<file path="config.mk">
export PLATFORM = sky130hd
export DESIGN_NAME = mem_stage
export DESIGN_NICKNAME = d
export VERILOG_FILES = /design/src/rtl/mem_stage.sv
export SDC_FILE = /design/constraint.sdc
export NUM_CORES = 1
export LEC_CHECK = 0
export ABC_CLOCK_PERIOD_IN_PS = 2680
export BUFFER_PORTS_ARGS = -buffer_cell sky130_fd_sc_hd__buf_2
export CAP_MARGIN = 20
export CORE_MARGIN = 2
export CORE_UTILIZATION = 25
export CTS_BUF_LIST = sky130_fd_sc_hd__clkbuf_2
export DETAILED_ROUTE_END_ITERATION = 10
export PLACE_DENSITY = 0.43
export SLEW_MARGIN = 20
export SYNTH_ARGS = -nofsm -noshare
export SYNTH_HDL_FRONTEND = slang
export SYNTH_SLANG_ARGS = --single-unit
</file>
<file path="constraint.sdc">
create_clock -name clk -period 2.68 [get_ports clk]
set_input_delay 0.268 -clock clk [delete_from_list [all_inputs] [get_ports clk]]
set_output_delay 0.268 -clock clk [all_outputs]
set_load 0.005 [all_outputs]
</file>
<file path="src/rtl/mem_stage.sv">
// rtl/mem_stage.sv - pipeline memory stage: req/ack data bus, load/store formatting, MEM/WB registers
module mem_stage #(
   parameter int unsigned TIMEOUT_CYCLES = 256,
   parameter int unsigned CNT_W          = 16
) (
   input  logic        clk,
   input  logic        rst_n,
   input  logic [31:0] next_pc_mem,
   input  logic [31:0] alu_result_mem,
   input  logic [31:0] write_data_mem,
   input  logic [1:0]  wb_sel_mem,
   input  logic [1:0]  read_width_mem,
   input  logic [4:0]  wrt_dst_mem,
   input  logic        mem_wrt_en_mem,
   input  logic        rd_en_mem,
   input  logic        reg_wrt_en_mem,
   input  logic        read_unsigned_mem,
   input  logic        rdi_mem,
   input  logic [31:0] iface_rdata,
   input  logic [31:0] dmem_rdata,
   input  logic        dmem_ack,
   output logic        dmem_req,
   output logic        dmem_we,
   output logic [31:0] dmem_addr,
   output logic [31:0] dmem_wdata,
   output logic [3:0]  dmem_be,
   output logic        stall_mem,
   output logic        misalign_err,
   output logic        bus_err,
   output logic [31:0] mem_data_wb,
   output logic [31:0] alu_result_wb,
   output logic [31:0] next_pc_wb,
   output logic [1:0]  wb_sel_wb,
   output logic [4:0]  wrt_dst_wb,
   output logic        reg_wrt_en_wb
);

   typedef enum logic [1:0] {IDLE = 2'd0, REQ = 2'd1, DONE = 2'd2} state_t;

   localparam logic [CNT_W-1:0] TIMEOUT_VAL = CNT_W'(TIMEOUT_CYCLES);

   state_t           state, state_next;
   logic [CNT_W-1:0] cnt, cnt_inc;
   logic             access, is_load, misaligned, start, timeout_hit;
   logic             aborted;
   logic [31:0]      load_buf, load_fmt, store_wdata;
   logic [3:0]       store_be;
   logic [7:0]       byte_lane;
   logic [15:0]      half_lane;
   logic             wb_load, wb_wen;
   logic [31:0]      wb_data;

   // rd_en together with wrt_en is a store; rdi never touches the bus
   assign access     = (mem_wrt_en_mem | rd_en_mem) & ~rdi_mem;
   assign is_load    = rd_en_mem & ~mem_wrt_en_mem;
   assign misaligned = access & (((read_width_mem == 2'b01) & alu_result_mem[0]) |
                                 (read_width_mem[1] & (alu_result_mem[1:0] != 2'b00)));
   assign start      = access & ~misaligned;

   assign cnt_inc     = cnt + CNT_W'(1);
   assign timeout_hit = (TIMEOUT_CYCLES != 0) && (cnt_inc == TIMEOUT_VAL);

   always_comb begin
      byte_lane = dmem_rdata[7:0];
      case (alu_result_mem[1:0])
         2'd0:    byte_lane = dmem_rdata[7:0];
         2'd1:    byte_lane = dmem_rdata[15:8];
         2'd2:    byte_lane = dmem_rdata[23:16];
         default: byte_lane = dmem_rdata[31:24];
      endcase
      half_lane = alu_result_mem[1] ? dmem_rdata[31:16] : dmem_rdata[15:0];
      case (read_width_mem)
         2'b00:   load_fmt = read_unsigned_mem ? {24'b0, byte_lane} : {{24{byte_lane[7]}}, byte_lane};
         2'b01:   load_fmt = read_unsigned_mem ? {16'b0, half_lane} : {{16{half_lane[15]}}, half_lane};
         default: load_fmt = dmem_rdata;
      endcase
   end

   always_comb begin
      case (read_width_mem)
         2'b00: begin
            store_be    = 4'b0001 << alu_result_mem[1:0];
            store_wdata = {4{write_data_mem[7:0]}};
         end
         2'b01: begin
            store_be    = 4'b0011 << {alu_result_mem[1], 1'b0};
            store_wdata = {2{write_data_mem[15:0]}};
         end
         default: begin
            store_be    = 4'hF;
            store_wdata = write_data_mem;
         end
      endcase
   end

   always_ff @(posedge clk or negedge rst_n) begin
      if (!rst_n) state <= IDLE;
      else        state <= state_next;
   end

   always_comb begin
      state_next = state;
      stall_mem  = 1'b0;
      case (state)
         IDLE: if (start) begin
            stall_mem  = 1'b1;
            state_next = REQ;
         end
         REQ: begin
            stall_mem = 1'b1;
            if (dmem_ack || timeout_hit) state_next = DONE;
         end
         DONE:    state_next = IDLE;
         default: state_next = IDLE;
      endcase
   end

   // WB registers hold across the whole stalled access and load once in DONE
   assign wb_load = ((state == IDLE) && !start) || (state == DONE);
   assign wb_data = (state == DONE) ? load_buf : (rdi_mem ? iface_rdata : 32'b0);
   assign wb_wen  = reg_wrt_en_mem & ~((state == DONE) ? aborted : misaligned);

   always_ff @(posedge clk or negedge rst_n) begin
      if (!rst_n) begin
         dmem_req     <= 1'b0;
         dmem_we      <= 1'b0;
         dmem_addr    <= 32'b0;
         dmem_wdata   <= 32'b0;
         dmem_be      <= 4'b0;
         misalign_err <= 1'b0;
         bus_err      <= 1'b0;
         cnt          <= '0;
         aborted      <= 1'b0;
         load_buf     <= 32'b0;
      end else begin
         misalign_err <= 1'b0;
         bus_err      <= 1'b0;
         case (state)
            IDLE: begin
               misalign_err <= misaligned;
               if (start) begin
                  dmem_req   <= 1'b1;
                  dmem_we    <= mem_wrt_en_mem;
                  dmem_addr  <= {alu_result_mem[31:2], 2'b00};
                  dmem_be    <= store_be;
                  dmem_wdata <= store_wdata;
                  cnt        <= '0;
                  aborted    <= 1'b0;
                  load_buf   <= 32'b0;
               end
            end
            REQ: begin
               if (dmem_ack) begin
                  dmem_req <= 1'b0;
                  dmem_we  <= 1'b0;
                  load_buf <= is_load ? load_fmt : 32'b0;
               end else if (timeout_hit) begin
                  dmem_req <= 1'b0;
                  dmem_we  <= 1'b0;
                  bus_err  <= 1'b1;
                  aborted  <= 1'b1;
                  load_buf <= 32'b0;
               end else begin
                  cnt <= cnt_inc;
               end
            end
            default: ;
         endcase
      end
   end

   always_ff @(posedge clk or negedge rst_n) begin
      if (!rst_n) begin
         mem_data_wb   <= 32'b0;
         alu_result_wb <= 32'b0;
         next_pc_wb    <= 32'b0;
         wb_sel_wb     <= 2'b0;
         wrt_dst_wb    <= 5'b0;
         reg_wrt_en_wb <= 1'b0;
      end else if (wb_load) begin
         mem_data_wb   <= wb_data;
         alu_result_wb <= alu_result_mem;
         next_pc_wb    <= next_pc_mem;
         wb_sel_wb     <= wb_sel_mem;
         wrt_dst_wb    <= wrt_dst_mem;
         reg_wrt_en_wb <= wb_wen;
      end
   end

endmodule
</file>
==> flow_metrics.py <==
metrics = {
    "timing": {
        "worstMarginPinSlew_ns": 0.713,
        "whs_ns": -0.0181,
        "setup_viol": 0,
        "drv_slew": 0,
        "tns_ns": 0,
        "max_freq_ghz": 0.392,
        "hold_viol": 1,
        "post-route-period-util_pct": 95.1,
        "period_needed_ns": 2.55,
        "rsz0062_at_grt": "no",
        "skew_ns": 0.0791,
        "max_slew_margin_pct": 52.5,
    },
    "outcome": {
        "violations": "hold timing",
        "status": "complete, but fails checks",
    },
    "floorplanning": {
        "num_rows": 74,
        "start_util_pct": 25.4,
        "die_height_um": 208,
        "dieArea_um2": 43300,
        "ioPinCount": 354,
        "core_area_um2": 40900,
        "die_x_um": 208,
    },
    "worst_setup_path": {
        "max_stage_delay_ns": 0.55,
        "worstSetupEndpointType": "output port",
        "path_class": "input port to output port",
        "crit_arrival_ns": 2.28,
        "cpLargestDelayFamily": "buffers and inverters",
        "path_cells": "dlygate4sd3_1, buf_2, a21oi_1, dlygate4sd3_1, or2_4, nand2b_4, nand2_4, buf_2",
        "slowest_stage": "dlygate4sd3_1",
        "cp.required_ns": 2.41,
        "worst-path-buf-inv": 4,
        "worst-path-max-fanout": 5,
        "startpoint_type": "input port",
    },
    "grt": {
        "grt_start_max_net_pins": 94,
        "grt_util_met3_pct": 5.19,
        "grtUsageMet1_pct": 21.7,
        "globalRouteOverflowTotal": 0,
        "grt_pass1_wl_mm": 60.7,
        "grt_use_total_pct": 17.6,
        "antenna_found_initial": 4,
        "first_global_vias": 10900,
        "busiest_layer": "met2",
        "grtUsageMet2_pct": 29.6,
    },
    "routing": {
        "ant_nets": 0,
        "drc": 0,
        "post_drt_via_cell_ratio": 4.52,
        "routedWlPerCell_um": 16.9,
        "vias": 10200,
        "first_iter_violations": 516,
        "wl_mm": 38.2,
        "drt_first_pass_iters": 5,
    },
    "final_layout": {
        "multi_input_area_um2": 4450,
        "syn_to_final_growth_pct": 59.3,
        "layout.cells.non_filler": 2263,
        "postLayoutCellArea_um2": 16600,
        "fillCellCount": 4116,
        "nets": 1861,
        "drive_gt1_share_pct": 35.2,
        "ff_latch_area_um2": 5630,
    },
    "clock_network": {
        "clkLatencyLatePin_ns": 0.93,
        "numCtsBuffers": 70,
        "clk_path_buf_depth": 3,
        "clkTransAtPathRegs_ns": 0.08,
        "cts.sinks": 225,
        "tritoncts": "built",
        "h-tree-depth": 3,
        "cts-root-buf": "clkbuf_2",
    },
    "worst_hold_path": {
        "hp-class": "input port to flop",
    },
    "yosys": {
        "synthTopCellsByArea": "dfrtp_1, mux2_2, nand2_1",
        "synth.top_cell.area_share_pct": 54.1,
        "yosysWarnings": 0,
        "yosys.area.top_type": "dfrtp_1",
        "yosys-top-cells-count": "dfrtp_1, nand2_1, mux2_2",
        "netlist_area_um2": 10400,
        "avgSynthCellArea_um2": 10.5,
        "ys.flop_type": "dfrtp_1",
        "synthesis.instances": 994,
        "async_flop_share_pct": 100,
        "ys_types": 73,
        "synth_seq_cells": 225,
        "synth_most_common_cell": "dfrtp_1",
        "synth_edf_count": 0,
        "ys_seq_area_share_pct": 54.1,
    },
    "power_and_ir_drop": {
        "vdd_drop_max_uv": 329,
        "pwr_density_cell_nw_per_um2": 605,
        "p_total_mw": 10.0,
        "leakagePower_nw": 8.02,
    },
    "place": {
        "portBuffers": 351,
        "place_hpwl_mm": 24.5,
        "dpl_cell_area_um2": 12800,
        "placed_cells": 1833,
        "gp_congestion": 0.805,
    },
    "job": {
        "maxCapViolCount": 0,
    },
}
area by class of cell:
| cell class | count | area share, % |
|---|---|---|
| clock inverters | 13 | 0.317 |
| well taps | 532 | 4.02 |
| multi-input cells | 683 | 26.8 |
| flip-flops and latches | 225 | 34.0 |
| inverters | 11 | 0.249 |
| repair buffers | 691 | 31.4 |
| clock buffers | 104 | 3.14 |
| diodes | 4 | 0.0604 |
what timing repair did:
action	4_1_cts	5_1_grt
gates cloned	0	1
pin swaps	1	2
hold buffers	304	0
resized for setup	2	5
endpoints found under the setup margin	3	35
buffers inserted	1	4
hold endpoints to repair	435	0
registers in the layout, summed over array words and instances (netlist names):
signal,flops
misalign_err,1
load_buf,32
dmem_wdata,32
dmem_we,1
aborted,1
alu_result_wb,32
reg_wrt_en_wb,1
dmem_req,1
wrt_dst_wb,5
mem_data_wb,32
next_pc_wb,32
dmem_be,4
bus_err,1
wb_sel_wb,2
state,2
dmem_addr,30
cnt,16
power breakdown:
group	leakage [nW]	internal (mW)	switching, mW
Sequential	2.80	4.10	0.410
Combinational	4.77	1.50	1.44
Clock	0.456	1.02	1.57
Total	8.02	6.61	3.42
path summary, 6_finish.rpt:
check	start	end	slack [ns]	cells past startpoint
worst max-delay path	read_width_mem[1]	stall_mem	0.13	8
worst min-delay path	rdi_mem	reg_wrt_en_wb$_DFFE_PN0P_	-0.02	6
worst max register to register	cnt[2]$_DFFE_PN0P_	cnt[8]$_DFFE_PN0P_	0.21	8
worst min register to register	dmem_addr[30]$_DFFE_PN0P_	dmem_addr[30]$_DFFE_PN0P_	0.47	2
max in group asynchronous	rst_n	cnt[3]$_DFFE_PN0P_	1.75	4
min in group asynchronous	rst_n	mem_data_wb[24]$_DFFE_PN0P_	0.50	4
cell families after synthesis:
group / Yosys count / synth area share [%]
AND/OR/NAND/NOR: 389 / 17.3
flip-flops: 225 / 54.1
AO/OA/AOI/OAI: 173 / 11.6
multiplexers: 109 / 12.3
buffers and inverters: 88 / 3.79
XOR/XNOR: 7 / 0.589
adder cells (fa/ha/maj): 2 / 0.240
other: 1 / 0.0360
worst min-delay path: stages:
cell	delay (ns)
buf_2	0.08
o21bai_1	0.16
o21ai_0	0.09
o21ai_0	0.09
nand3_1	0.08
o21ai_0	0.07
placed cells by master, fill, tap and decap left out, drive strengths merged, types with 9 or more instances in the layout:
master,instances
a21oi,13
a31oi,34
and3,9
buf,389
clkbuf,104
clkinv,10
dfrtp,225
dlygate4sd3,302
inv,13
mux2,72
mux2i,29
nand2,204
nand3,45
nor2,66
nor2b,19
nor3,11
o21ai,52
o2bb2ai,24
layer usage:
metal  share of wire (%)  vias up
met2                  48      364
met1                  43     4927
met3                 6.8       52
li1                    -     4897
met4                 1.9        0
met5                   0        -
through the flow:
| step | worst slack (ns) | util, % |
|---|---|---|
| final | 0.132 | 40.5 |
| after global routing | 0.00250 | 40.5 |
| after CTS | 0.0163 | 40.3 |
| after detailed placement | -0.0226 | 31.4 |
| after global placement | -0.00820 | 31.4 |
| after floorplan | 0.349 | - |
(Power assumes the default switching activity.)
